### src/rtl/sync_reg_feeder_pkg.sv
// Shared types and constants for the sync_reg_feeder staging stage.
package sync_reg_feeder_pkg;

  typedef enum logic [1:0] {
    IDLE  = 2'd0,
    GUARD = 2'd1,
    WAIT  = 2'd2
  } state_t;

  localparam int WIDTH_DEFAULT = 32;
  localparam int CNT_W_DEFAULT = 16;
  localparam int LANES_DEFAULT = WIDTH_DEFAULT / 8;

  function automatic int lanes(input int width);
    return width / 8;
  endfunction

endpackage

### src/rtl/sync_reg_feeder_if.sv
// Producer-write and synchronizer-launch signals of sync_reg_feeder.
interface sync_reg_feeder_if
  import sync_reg_feeder_pkg::*;
#(
  parameter int WIDTH = WIDTH_DEFAULT
) ();

  logic               wr_en;
  logic [WIDTH/8-1:0] wr_be;
  logic [WIDTH-1:0]   wr_data;
  logic               sync_en;
  logic [WIDTH-1:0]   sync_d;
  logic               sync_rdy;

  // master: producer plus synchronizer side; slave: the feeder itself
  modport master (
    output wr_en, wr_be, wr_data, sync_rdy,
    input  sync_en, sync_d
  );

  modport slave (
    input  wr_en, wr_be, wr_data, sync_rdy,
    output sync_en, sync_d
  );

endinterface

### src/rtl/sync_reg_feeder_merge.sv
// Byte-enable merge of the shadow register with incoming write data.
module sync_reg_feeder_merge
  import sync_reg_feeder_pkg::*;
#(
  parameter  int WIDTH = WIDTH_DEFAULT,
  localparam int LANES = lanes(WIDTH)
) (
  input  logic [WIDTH-1:0] shadow,
  input  logic [LANES-1:0] be,
  input  logic [WIDTH-1:0] data,
  output logic [WIDTH-1:0] merged
);

  always_comb begin
    // NOTE: default first so every path assigns merged and no latch is inferred.
    merged = shadow;
    for (int i = 0; i < LANES; i++) begin
      if (be[i]) merged[8*i +: 8] = data[8*i +: 8];
    end
  end

endmodule

### src/rtl/sync_reg_feeder.sv
// Coalescing shadow register feeding a handshake register synchronizer.
// Optional write statistics (merge_cnt, overrun) under SYNC_REG_FEEDER_STATS_EN.
module sync_reg_feeder
  import sync_reg_feeder_pkg::*;
#(
  parameter int               WIDTH = WIDTH_DEFAULT,
  parameter logic [WIDTH-1:0] INIT  = '0,
  parameter int               CNT_W = CNT_W_DEFAULT
) (
  input  logic             sCLK,
  input  logic             sRST,
  sync_reg_feeder_if.slave bus,
  output logic             pending,
  output logic             busy,
  output logic [CNT_W-1:0] xfer_cnt
`ifdef SYNC_REG_FEEDER_STATS_EN
  ,
  output logic [CNT_W-1:0] merge_cnt,
  output logic             overrun
`endif
);

  state_t           state, state_n;
  logic [WIDTH-1:0] shadow, merged;
  logic             dirty;
  logic             launch;
  logic             accept;

  assign accept = bus.wr_en & (|bus.wr_be);

  sync_reg_feeder_merge #(.WIDTH(WIDTH)) u_merge (
    .shadow (shadow),
    .be     (bus.wr_be),
    .data   (bus.wr_data),
    .merged (merged)
  );

  // NOTE: sequential state uses non-blocking assignments so every register
  // samples pre-edge values regardless of statement order.
  always_ff @(posedge sCLK) begin
    if (sRST) state <= IDLE;
    else      state <= state_n;
  end

  always_comb begin
    state_n = state;
    launch  = 1'b0;
    case (state)
      IDLE: begin
        if (dirty && bus.sync_rdy) begin
          launch  = 1'b1;
          state_n = GUARD;
        end
      end
      // One blind cycle while the synchronizer's registered ready falls.
      GUARD:   state_n = WAIT;
      WAIT:    if (bus.sync_rdy) state_n = IDLE;
      default: state_n = IDLE;
    endcase
  end

  // A write in the launch cycle wins over the clear, forcing a follow-up transfer.
  always_ff @(posedge sCLK) begin
    if (sRST) begin
      shadow   <= INIT;
      dirty    <= 1'b0;
      xfer_cnt <= '0;
    end else begin
      if (accept) shadow <= merged;
      if (accept)      dirty <= 1'b1;
      else if (launch) dirty <= 1'b0;
      if (launch) xfer_cnt <= xfer_cnt + CNT_W'(1);
    end
  end

  assign bus.sync_en = launch;
  assign bus.sync_d  = shadow;
  assign pending     = dirty;
  assign busy        = (state == GUARD) || (state == WAIT);

`ifdef SYNC_REG_FEEDER_STATS_EN
  localparam logic [CNT_W-1:0] CNT_MAX = '1;

  logic merge_hit;
  assign merge_hit = accept && (dirty || (busy && !launch));

  always_ff @(posedge sCLK) begin
    if (sRST) begin
      merge_cnt <= '0;
      overrun   <= 1'b0;
    end else begin
      overrun <= 1'b0;
      if (merge_hit && (merge_cnt != CNT_MAX)) begin
        merge_cnt <= merge_cnt + CNT_W'(1);
        overrun   <= (merge_cnt == CNT_MAX - CNT_W'(1));
      end
    end
  end
`endif

endmodule

### src/flat_wrapper.sv
// flat-port wrapper written by rule: the top's interface ports become plain ports
module sync_reg_feeder_flat import sync_reg_feeder_pkg::*;
#(
  parameter int               WIDTH = WIDTH_DEFAULT,
  parameter logic [WIDTH-1:0] INIT  = '0,
  parameter int               CNT_W = CNT_W_DEFAULT
)
  (sCLK, sRST, pending, busy, xfer_cnt, bus_wr_en, bus_wr_be, bus_wr_data, bus_sync_rdy, bus_sync_en, bus_sync_d);
  sync_reg_feeder_if #(.WIDTH(WIDTH)) bus_i ();
  input  logic sCLK;
  input  logic sRST;
  output logic pending;
  output logic busy;
  output logic [CNT_W-1:0] xfer_cnt;
  input wire logic [$bits(bus_i.wr_en)-1:0] bus_wr_en;
  input wire logic [$bits(bus_i.wr_be)-1:0] bus_wr_be;
  input wire logic [$bits(bus_i.wr_data)-1:0] bus_wr_data;
  input wire logic [$bits(bus_i.sync_rdy)-1:0] bus_sync_rdy;
  output wire logic [$bits(bus_i.sync_en)-1:0] bus_sync_en;
  output wire logic [$bits(bus_i.sync_d)-1:0] bus_sync_d;
  assign bus_i.wr_en = bus_wr_en;
  assign bus_i.wr_be = bus_wr_be;
  assign bus_i.wr_data = bus_wr_data;
  assign bus_i.sync_rdy = bus_sync_rdy;
  assign bus_sync_en = bus_i.sync_en;
  assign bus_sync_d = bus_i.sync_d;
  sync_reg_feeder #(.WIDTH(WIDTH), .INIT(INIT), .CNT_W(CNT_W)) u_core (.sCLK(sCLK), .sRST(sRST), .bus(bus_i), .pending(pending), .busy(busy), .xfer_cnt(xfer_cnt));
endmodule
### config.mk
export PLATFORM = sky130hd
export DESIGN_NAME = sync_reg_feeder_flat
export DESIGN_NICKNAME = d
export VERILOG_FILES = /design/src/rtl/sync_reg_feeder_pkg.sv /design/src/rtl/sync_reg_feeder_if.sv /design/src/rtl/sync_reg_feeder_merge.sv /design/src/rtl/sync_reg_feeder.sv /design/src/flat_wrapper.sv
export SDC_FILE = /design/constraint.sdc
export NUM_CORES = 1
export LEC_CHECK = 0
export CORE_ASPECT_RATIO = 0.9
export CORE_UTILIZATION = 43
export CTS_BUF_LIST = sky130_fd_sc_hd__clkbuf_4
export CTS_CLUSTER_DIAMETER = 40
export DETAILED_ROUTE_END_ITERATION = 7
export PLACE_DENSITY = 0.83
export REMOVE_ABC_BUFFERS = 1
export SETUP_SLACK_MARGIN = 0.05
export SYNTH_ARGS = -nofsm -noshare
export SYNTH_HDL_FRONTEND = slang
export SYNTH_SLANG_ARGS = --single-unit
### constraint.sdc
create_clock -name sCLK -period 2.2 [get_ports sCLK]
set_clock_uncertainty 0.2 [all_clocks]
set_input_delay 0.44 -clock sCLK [delete_from_list [all_inputs] [get_ports sCLK]]
set_output_delay 0.44 -clock sCLK [all_outputs]
set_load 0.05 [all_outputs]
* Word-level counts from Yosys, hierarchy flattened *
Cells that the tools add are included.

storage, ports and cells
  output and inout bits = 51
  bits of input ports = 40
  flip-flop bits (word level) = 51

cells by class
  add/sub/neg operators = 1
  bitwise logic cells = 1
  equality and inequality tests = 4
  reduce and logical (&&, ||, !) cells = 10
  muxes and demuxes = 7

operators by type and width
  cell                     number
  $add A16 B1 Y16 const B  1
  $reduce_and A2 Y1        5
  $pmux W2 S3              1
  $mux W1                  4
  $mux W2                  2
  $reduce_or A4 Y1         1
  $eq A2 B1 Y1 const B     1
  $eq A2 B2 Y1 const B     1
  $logic_not A2 Y1         1
  $ne A2 B1 Y1 const B     1
  $ne A2 B2 Y1 const B     1
  $reduce_bool A2 Y1       1
  $and A1 B1 Y1            1
  $logic_and A1 B1 Y1      1
  $logic_or A1 B1 Y1       1

* Depth between registers and ports, before layout *
Gate-level depths: netlist of run 1.

  word-level depth = 5
  depth in mapped cells = 7
  depth with buffers taken out = 7

* Hierarchy *
From an unflattened synthesis of run 1, not the netlist that was laid out.

unflattened totals
  cells, all modules = 276
  area total of the unflattened synthesis = 2586.2 um^2

modules (own cells, without submodules)
  module                 instances  cells each  area an instance (um^2)  sequential area each (um^2)
  sync_reg_feeder        1          240         2060.7                   1021.0
  sync_reg_feeder_merge  1          36          525.5                    0.0

* Worst setup path before layout of run 1 *
No wires, ideal clock.

  path kind = register -> register
  from = reg u_core.xfer_cnt[0]
  to = reg u_core.xfer_cnt[12]
  data arrival time = 1.874 ns
  path slack = 0.005 ns
  setup time = 0.121 ns
  period minus slack after synthesis = 2.195 ns
  stages on the path, launching flop included = 6
  path through = dfxtp_1 ha_1 nand3_2 nor4_4 nand3_2 mux2_4

on the way
  cells in the longest elaborated chain, start to end = 1

RTL lines
  item                    line                   source
  from (decl)             sync_reg_feeder.sv:15  output logic [CNT_W-1:0] xfer_cnt
  from (signal assigned)  sync_reg_feeder.sv:72  if (launch) xfer_cnt <= xfer_cnt + CNT_W'(1);
  $add A16 B1 Y16         sync_reg_feeder.sv:72

No other way between the ends.
A chain may end at the register's enable or synchronous reset.

* Worst setup path in the final report of run 1 *
  from = reg u_core.state[1]
  to = out bus_sync_en

on the way
  cells in the longest elaborated chain, start to end = 2

RTL lines
  item                    line                   source
  from (decl)             sync_reg_feeder.sv:23  state_t state, state_n;
  from (signal assigned)  sync_reg_feeder.sv:42  else state <= state_n;
  $logic_not A2 Y1        sync_reg_feeder.sv:48  case (state)
  $mux W1                 sync_reg_feeder.sv:48
  to (decl)               flat_wrapper.sv:19     output wire logic [$bits(bus_i.sync_en)-1:0] bus_sync_en;

No other way between the ends.

==> qor.yml, run 1 <==
drc: 0
hold_buffers: 0
dr_total_vias: 2062
path_delay_family: "buffers and inverters"
nets: 385
synth_most_common_cell: "dfxtp_1"
maxSlewHeadroom_pct: 65.8
stdcell_area_sq_um: 3150
yosysTopAreaCell: "dfxtp_1"
worstSkewPairLatency_ns: 0.36
h-tree-depth: 2
cts_resized: 42
fin_crit_ns: 2.04
ys_seq_elements: 51
synth.top_cell.area_share_pct: 49.2
post-dp-hpwl_mm: 4.04
hp-class: "reg -> reg"
post-place-ws_ns: 0.0113
synth_edf_count: 0
gp_congestion: 0.749
rr_startpoint: "u_core.xfer_cnt[0]$_SDFFE_PP0P_"
wl_per_cell_microns: 13.3
drive_gt1_share_pct: 12.9
avgSynthCellArea_sq_um: 8.50
post_cts_buffers: 0
grt_pass1_wl_mm: 8.35
total_power_mw: 1.96
crit_end: "bus_sync_en"
grt_usage_pct: 21.9
antenna_found_initial: 0
synth_cells: 244
synthTopCellsByArea: "dfxtp_1 49%, a21oi_1 9.2%, nand3_1 8.2%, nand2_1 8.0%, ha_1 3.0%"
dieHeight_microns: 67.9
firstDrtPassIters: 4
worst_path_max_delay_cell: "dfxtp_1"
cts_buffer_depth: 2
yosysUniqueCellTypes: 30
rsz0062_at_grt: "false"
max_clock_freq_mhz: 489
p_leak_nw: 1.39
cp.arrival_ns: 1.40
via_per_inst: 5.12
path_cells: "inv_1, ha_4, nand3_4, inv_6, buf_12"
cts_made_buffers: 5
synth_flop_cell: "dfxtp_1"
die_area_sq_um: 5100
antenna_left: 0
r2r_slack_ns: 0.37
cp-startpoint: "u_core.state[1]$_SDFFE_PP0P_"
grt_max_degree: 28
power.density_nw_per_um2: 623
ff2ff_path_depth: 5
cts_sinks: 51
rows: 23
diodes: 0
crit_fanout: 6
finalWorstSetupSlack_ns: 0.155
io_pins: 91
place_area_sq_um: 3100
outcome: "finished clean"
r2r-end: "u_core.xfer_cnt[12]$_SDFFE_PP0P_"
syn_to_final_growth_pct: 51.7
critPathLaunchType: "flop"
setup-tns-final_ns: 0
die_x_microns: 75.2
path_depth: 5
coreArea_sq_um: 4550
drv_slew: 0
io_buffers: 90
grt-ovfl-total: 0
peakVddDrop_v: 0.000472
min_period_over_period_pct: 92.9
yosysSeqAreaShare_pct: 49.2
tritoncts: "done"
drt-initial-drc-count: 77
wl_mm: 5.38
initial_core_util_pct: 45.6
async_flop_share_pct: 0
hold_viol: 0
path_class: "reg -> out"
critPathBufInv: 3
clkTransAtPathRegs_ns: 0.14
critPathCaptureType: "primary output"
synth_commonest_cells: "51 x dfxtp_1, 44 x nand2_1, 38 x a21oi_1, 34 x nand3_1, 14 x nor2_1"
worstMarginPinSlew_ns: 0.516
max_cap_viol_count: 0
max_stage_delay_ns: 0.35
yosysWarningCount: 0
synth_area_sq_um: 2070
grt_pass1_vias: 1840
finalSetupViolations: 0
root_buffer: "clkbuf_4"
critPathRequiredTime_ns: 1.56
[how the worst min path moves through the flow]
| stage | startpoint | to | cells after the start |
|---|---|---|---|
| 4_1_cts | sRST | u_core.bus.sync_d[10]$_SDFFE_PP0P_ | 2 |
| 5_1_grt | sRST | u_core.bus.sync_d[15]$_SDFFE_PP0P_ | 2 |
| 2_1_floorplan | u_core.state[1]$_SDFFE_PP0P_ | u_core.state[1]$_SDFFE_PP0P_ | 2 |
| 3_5_place_dp | u_core.bus.sync_d[0]$_SDFFE_PP0P_ | u_core.bus.sync_d[0]$_SDFFE_PP0P_ | 2 |
| 6_report | u_core.bus.sync_d[9]$_SDFFE_PP0P_ | u_core.bus.sync_d[9]$_SDFFE_PP0P_ | 2 |
| 3_3_place_gp | u_core.bus.sync_d[2]$_SDFFE_PP0P_ | u_core.bus.sync_d[2]$_SDFFE_PP0P_ | 2 |
[registers in the layout, indices dropped and copies added, names as in the netlist]
register and cells:
u_core.state 2, u_core.bus.sync_d 32, u_core.pending 1, u_core.xfer_cnt 16
[where the power goes]
part	internal [mW]	switching, mW	leakage [nW]
sequential	0.960	0.0218	0.415
clock	0.234	0.291	0.0426
combinational	0.187	0.264	0.927
total	1.38	0.578	1.39
[cells in the final DEF, fill, tap and decap left out, drive strengths merged]
master         instances
clkinv                 2
mux2i                  2
a21oi                 38
buf                   25
clkdlybuf4s50         38
xnor2                  4
dfxtp                 51
clkbuf                 5
ha                     5
nand2                 44
a31o                   1
nor2b                  1
nor3                   2
nor2                  14
nand3                 37
dlygate4sd2           40
or3                    3
o22ai                  1
and3                   3
o41ai                  1
nand4                  5
o21ai                  3
inv                    5
and4                   2
xor2                   6
bufinv                 1
mux2                   1
nor4                   1
[worst reg2reg max path: stages (launching register included)]
cell	delay, ns
dfxtp_1	0.44
ha_1	0.22
nand3_2	0.15
nor4_4	0.32
nand3_2	0.11
mux2_4	0.30
[cell families (layout without fill, tap and decap cells)]
| group | count (synthesis) | in the layout | synth area share (%) |
|---|---|---|---|
| AOI/OAI and AO/OA | 44 | 44 | 11.0 |
| xor gates and xnor gates | 10 | 10 | 4.22 |
| adders and majority gates | 5 | 5 | 3.02 |
| buffers and inverters | 19 | 116 | 3.44 |
| DFF | 51 | 51 | 49.2 |
| muxes | 3 | 3 | 1.69 |
| and+or+nand+nor | 112 | 112 | 27.3 |
[metal layers]
layer	global-route usage, %	wire [microns]	vias to the layer above	share of wire [%]
li1	-	-	1031	-
met3	7.07	449	7	8.4
met2	36.1	2590	74	48
met4	7.18	64	0	1.2
met5	0	0	-	0
met1	27.1	2270	950	42
[final cells by class]
| cell class | instances | area (sq um) |
|---|---|---|
| inverter | 5 | 23.8 |
| tap | 62 | 77.6 |
| clock buffer | 5 | 37.5 |
| multi-input combinational | 174 | 993 |
| clock inverter | 3 | 38.8 |
| sequential | 51 | 1020 |
| fill | 420 | 1400 |
| timing repair buffer | 103 | 953 |
[metrics by stage]
step / instances / hold slack, ns / util (%)
after floorplan: 230 / 0.290 / -
after global placement: 395 / 0.241 / 68.2
after detailed placement: 395 / 0.246 / 68.2
after CTS: 403 / 0.258 / 68.9
after global routing: 403 / 0.259 / 69.2
final: 403 / 0.258 / 69.2
(Power assumes the default switching activity.)
==> run 2, diff against run 1 <==
Settings changed: CORE_UTILIZATION 43 to 50, DONT_BUFFER_PORTS set to 1, GPL_TIMING_DRIVEN set to 0, PLACE_DENSITY 0.83 to 0.66, SYNTH_HIERARCHICAL set to 1.
==> qor.yml, run 2 <==
dr_total_vias: 1813  # -12%
p_leak_nw: 1.06  # -24%
gp_congestion: 0.731  # -2.4%
clkTransAtPathRegs_ns: 0.14  # about the same
dp_cells: 324  # -18%
stdcell_area_sq_um: 2640  # -16%
synth_compound_area_share_pct: 10.1  # -0.98 points
finalSetupViolations: 0  # unchanged
synth_top_family_by_area: "multiplexers"
drc: 0  # unchanged
hp-class: "in -> reg"
cp.arrival_ns: 2.17  # +0.77 ns
synth-xor-area-share_pct: 3.39  # -0.84 points
yosysTopAreaCell: "dfxtp_1"
syn_to_final_growth_pct: 1.89
io_buffers: 0  # -100%
tritoncts: "done"
rows: 24  # +4.3%
post_cts_buffers: 0  # unchanged
fin_crit_ns: 2.08  # +0.0373 ns
peakVddDrop_v: 0.000361  # -23%
path_class: "reg -> reg"
n_fill_cell: 465  # +11%
firstDrtPassIters: 4  # unchanged
h-tree-depth: 2  # unchanged
crit_fanout: 6  # unchanged
synth-simple-area-share_pct: 19.0  # -8.3 points
synthTopCellsByArea: "dfxtp_1 39%, mux2_4 19%, nand2_1 9.7%, a21oi_1 7.4%, xor2_1 2.7%"
maxSlewHeadroom_pct: 17.2  # -49 points
avgSynthCellArea_sq_um: 9.37  # +10%
antenna_found_initial: 0  # unchanged
synth-adder-area-share_pct: 2.42  # -0.60 points
cts_sinks: 51  # unchanged
synth_edf_count: 0  # unchanged
synth_area_sq_um: 2590  # +25%
nets: 312  # -19%
synthMuxAreaShare_pct: 19.7  # +18 points
cts_made_buffers: 5  # unchanged
synth_cells: 276  # +13%
async_flop_share_pct: 0  # unchanged
outcome: "finished clean"
synth.top_cell.area_share_pct: 39.5  # -9.8 points
hold_viol: 0  # unchanged
initial_core_util_pct: 52.8  # +7.2 points
layout_common_cells: "67 x nand2_1, 47 x dfxtp_1, 38 x a21oi_1, 32 x mux2_4, 14 x nor2_1"
grt-ovfl-total: 0  # unchanged
grt_usage_pct: 18.5  # -3.4 points
io_pins: 91  # unchanged
yosysWarningCount: 6  # +6
worstMarginPinSlew_ns: 1.24  # +0.727 ns
diodes: 0  # unchanged
synth_commonest_cells: "67 x nand2_1, 51 x dfxtp_1, 38 x a21oi_1, 32 x mux2_4, 14 x nor2_1"
place_area_sq_um: 2560  # -17%
yosysUniqueCellTypes: 32  # +6.7%
wl_mm: 4.86  # -9.6%
worstSkewPairLatency_ns: 0.34  # -0.02 ns
max_stage_delay_ns: 0.74  # +0.39 ns
drt-initial-drc-count: 58  # -25%
synth_most_common_cell: "nand2_1"
cts_buffer_depth: 2  # unchanged
finalWorstSetupSlack_ns: 0.118  # -0.0373 ns
power.density_nw_per_um2: 659  # +5.9%
ys_seq_elements: 51  # unchanged
grt_pass1_vias: 1781  # -3.2%
critPathCaptureType: "flop"
critPathBufInv: 0  # -3
synth_flop_cell: "dfxtp_1"
layout_commonest_cell: "nand2_1"
coreArea_sq_um: 4890  # +7.6%
die_area_sq_um: 5460  # +7.1%
max_cap_viol_count: 0  # unchanged
die_x_microns: 77.8  # +3.5%
wl_per_cell_microns: 14.6  # +9.7%
dieHeight_microns: 70.2  # +3.5%
critPathRequiredTime_ns: 2.28  # +0.72 ns
worst_path_max_delay_cell: "dfxtp_1"
via_per_inst: 5.46  # +6.7%
drv_slew: 0  # unchanged
root_buffer: "clkbuf_4"
min_period_over_period_pct: 94.6  # +1.7 points
drive_gt1_share_pct: 19.9  # +6.9 points
post-place-ws_ns: 0.0585  # +0.0473 ns
path_cells: "and4_2, nand4_4, or3_1, a21oi_1"
final_cells: 332  # -18%
largest_reg_flops: 32  # unchanged
critPathLaunchType: "flop"
post-dp-hpwl_mm: 3.28  # -19%
max_clock_freq_mhz: 480  # -1.8%
path_delay_family: "simple AND/OR/NAND/NOR gates"
grt_pass1_wl_mm: 8.03  # -3.8%
antenna_left: 0  # unchanged
utilization_pct: 53.8  # -15 points
yosysSeqAreaShare_pct: 39.5  # -9.8 points
rsz0062_at_grt: "true"
grt_max_degree: 52  # +86%
run 2: changes by cell type after synthesis, moves of 3 or more:
| cell | previous run | this run |
|---|---|---|
| mux2_4 | 1 | 32 |
| nand3_1 | 34 | 3 |
| nand2_1 | 44 | 67 |
| clkbuf_1 | 13 | 8 |
| buf_6 | 0 | 4 |
| buf_2 | 0 | 3 |
| or3_1 | 2 | 5 |
run 2: metrics by stage:
stage          hold slack [ns]  setup TNS [ns]  power [mW]
6_report                 0.154               0        1.74
3_3_place_gp             0.313           -8.50        1.35
3_5_place_dp             0.316               0        1.36
2_1_floorplan            0.290               0        1.32
4_1_cts                  0.132               0        1.76
5_1_grt                  0.128               0        1.84
run 2: worst paths after layout:
kind                                                 startpoint                                 end  slack (ns)  cells past startpoint
worst min-delay path                               bus_wr_be[2]  u_core/bus.sync_d[15]$_SDFFE_PP0P_        0.15                      3
worst max-delay path            u_core/xfer_cnt[6]$_SDFFE_PP0P_    u_core/xfer_cnt[15]$_SDFFE_PP0P_        0.12                      4
worst max register to register  u_core/xfer_cnt[6]$_SDFFE_PP0P_    u_core/xfer_cnt[15]$_SDFFE_PP0P_        0.12                      4
worst min register to register     u_core/state[1]$_SDFFE_PP0P_        u_core/state[1]$_SDFFE_PP0P_        0.35                      2
run 2: report_power, final:
part           switching, mW  internal [mW]  leakage [nW]  total [mW]
logic                  0.120          0.127         0.610       0.246
clock network          0.267          0.114        0.0285       0.381
registers              0.148          0.962         0.417        1.11
run 2: worst reg2reg max path: cells and delay by family (launching register included):
| kind | cells | cell delay [ns] |
|---|---|---|
| flops | 1 | 0.74 |
| compound gates | 1 | 0.16 |
| simple gates | 3 | 0.93 |
run 2: final cells by class:
class,count,area [sq um],area share [%]
Timing Repair Buffer,3,46.3,1.76
Clock buffer,5,37.5,1.42
Sequential cell,51,1030,38.9
Inverter,5,18.8,0.712
Multi-Input combinational cell,201,1420,53.8
Clock inverter,2,8.76,0.332
Tap cell,65,81.3,3.09
run 2: logic make-up (layout without fill, tap and decap cells):
kind of cell             after synthesis  in the layout
flip-flops                            51             51
AO/OA/AOI/OAI                         46             46
multiplexers                          35             35
buffers and inverters                 24             15
XOR/XNOR                              10             10
AND/OR/NAND/NOR                      105            105
adder cells (fa/ha/maj)                5              5
run 2: per-layer routing:
metal	share of wire [%]	track usage (%)	vias up
li1	-	-	910
met2	47	31.9	57
met1	45	21.4	844
met5	0	0	-
met4	0.49	5.03	0
met3	7.9	6.93	2
run 2: repair_timing:
action                                 CTS  global route
setup endpoints to repair                2             5
hold buffers                             1             0
endpoints found under the hold margin   51             0
resized for setup                        2             3
pin swaps                                0             0
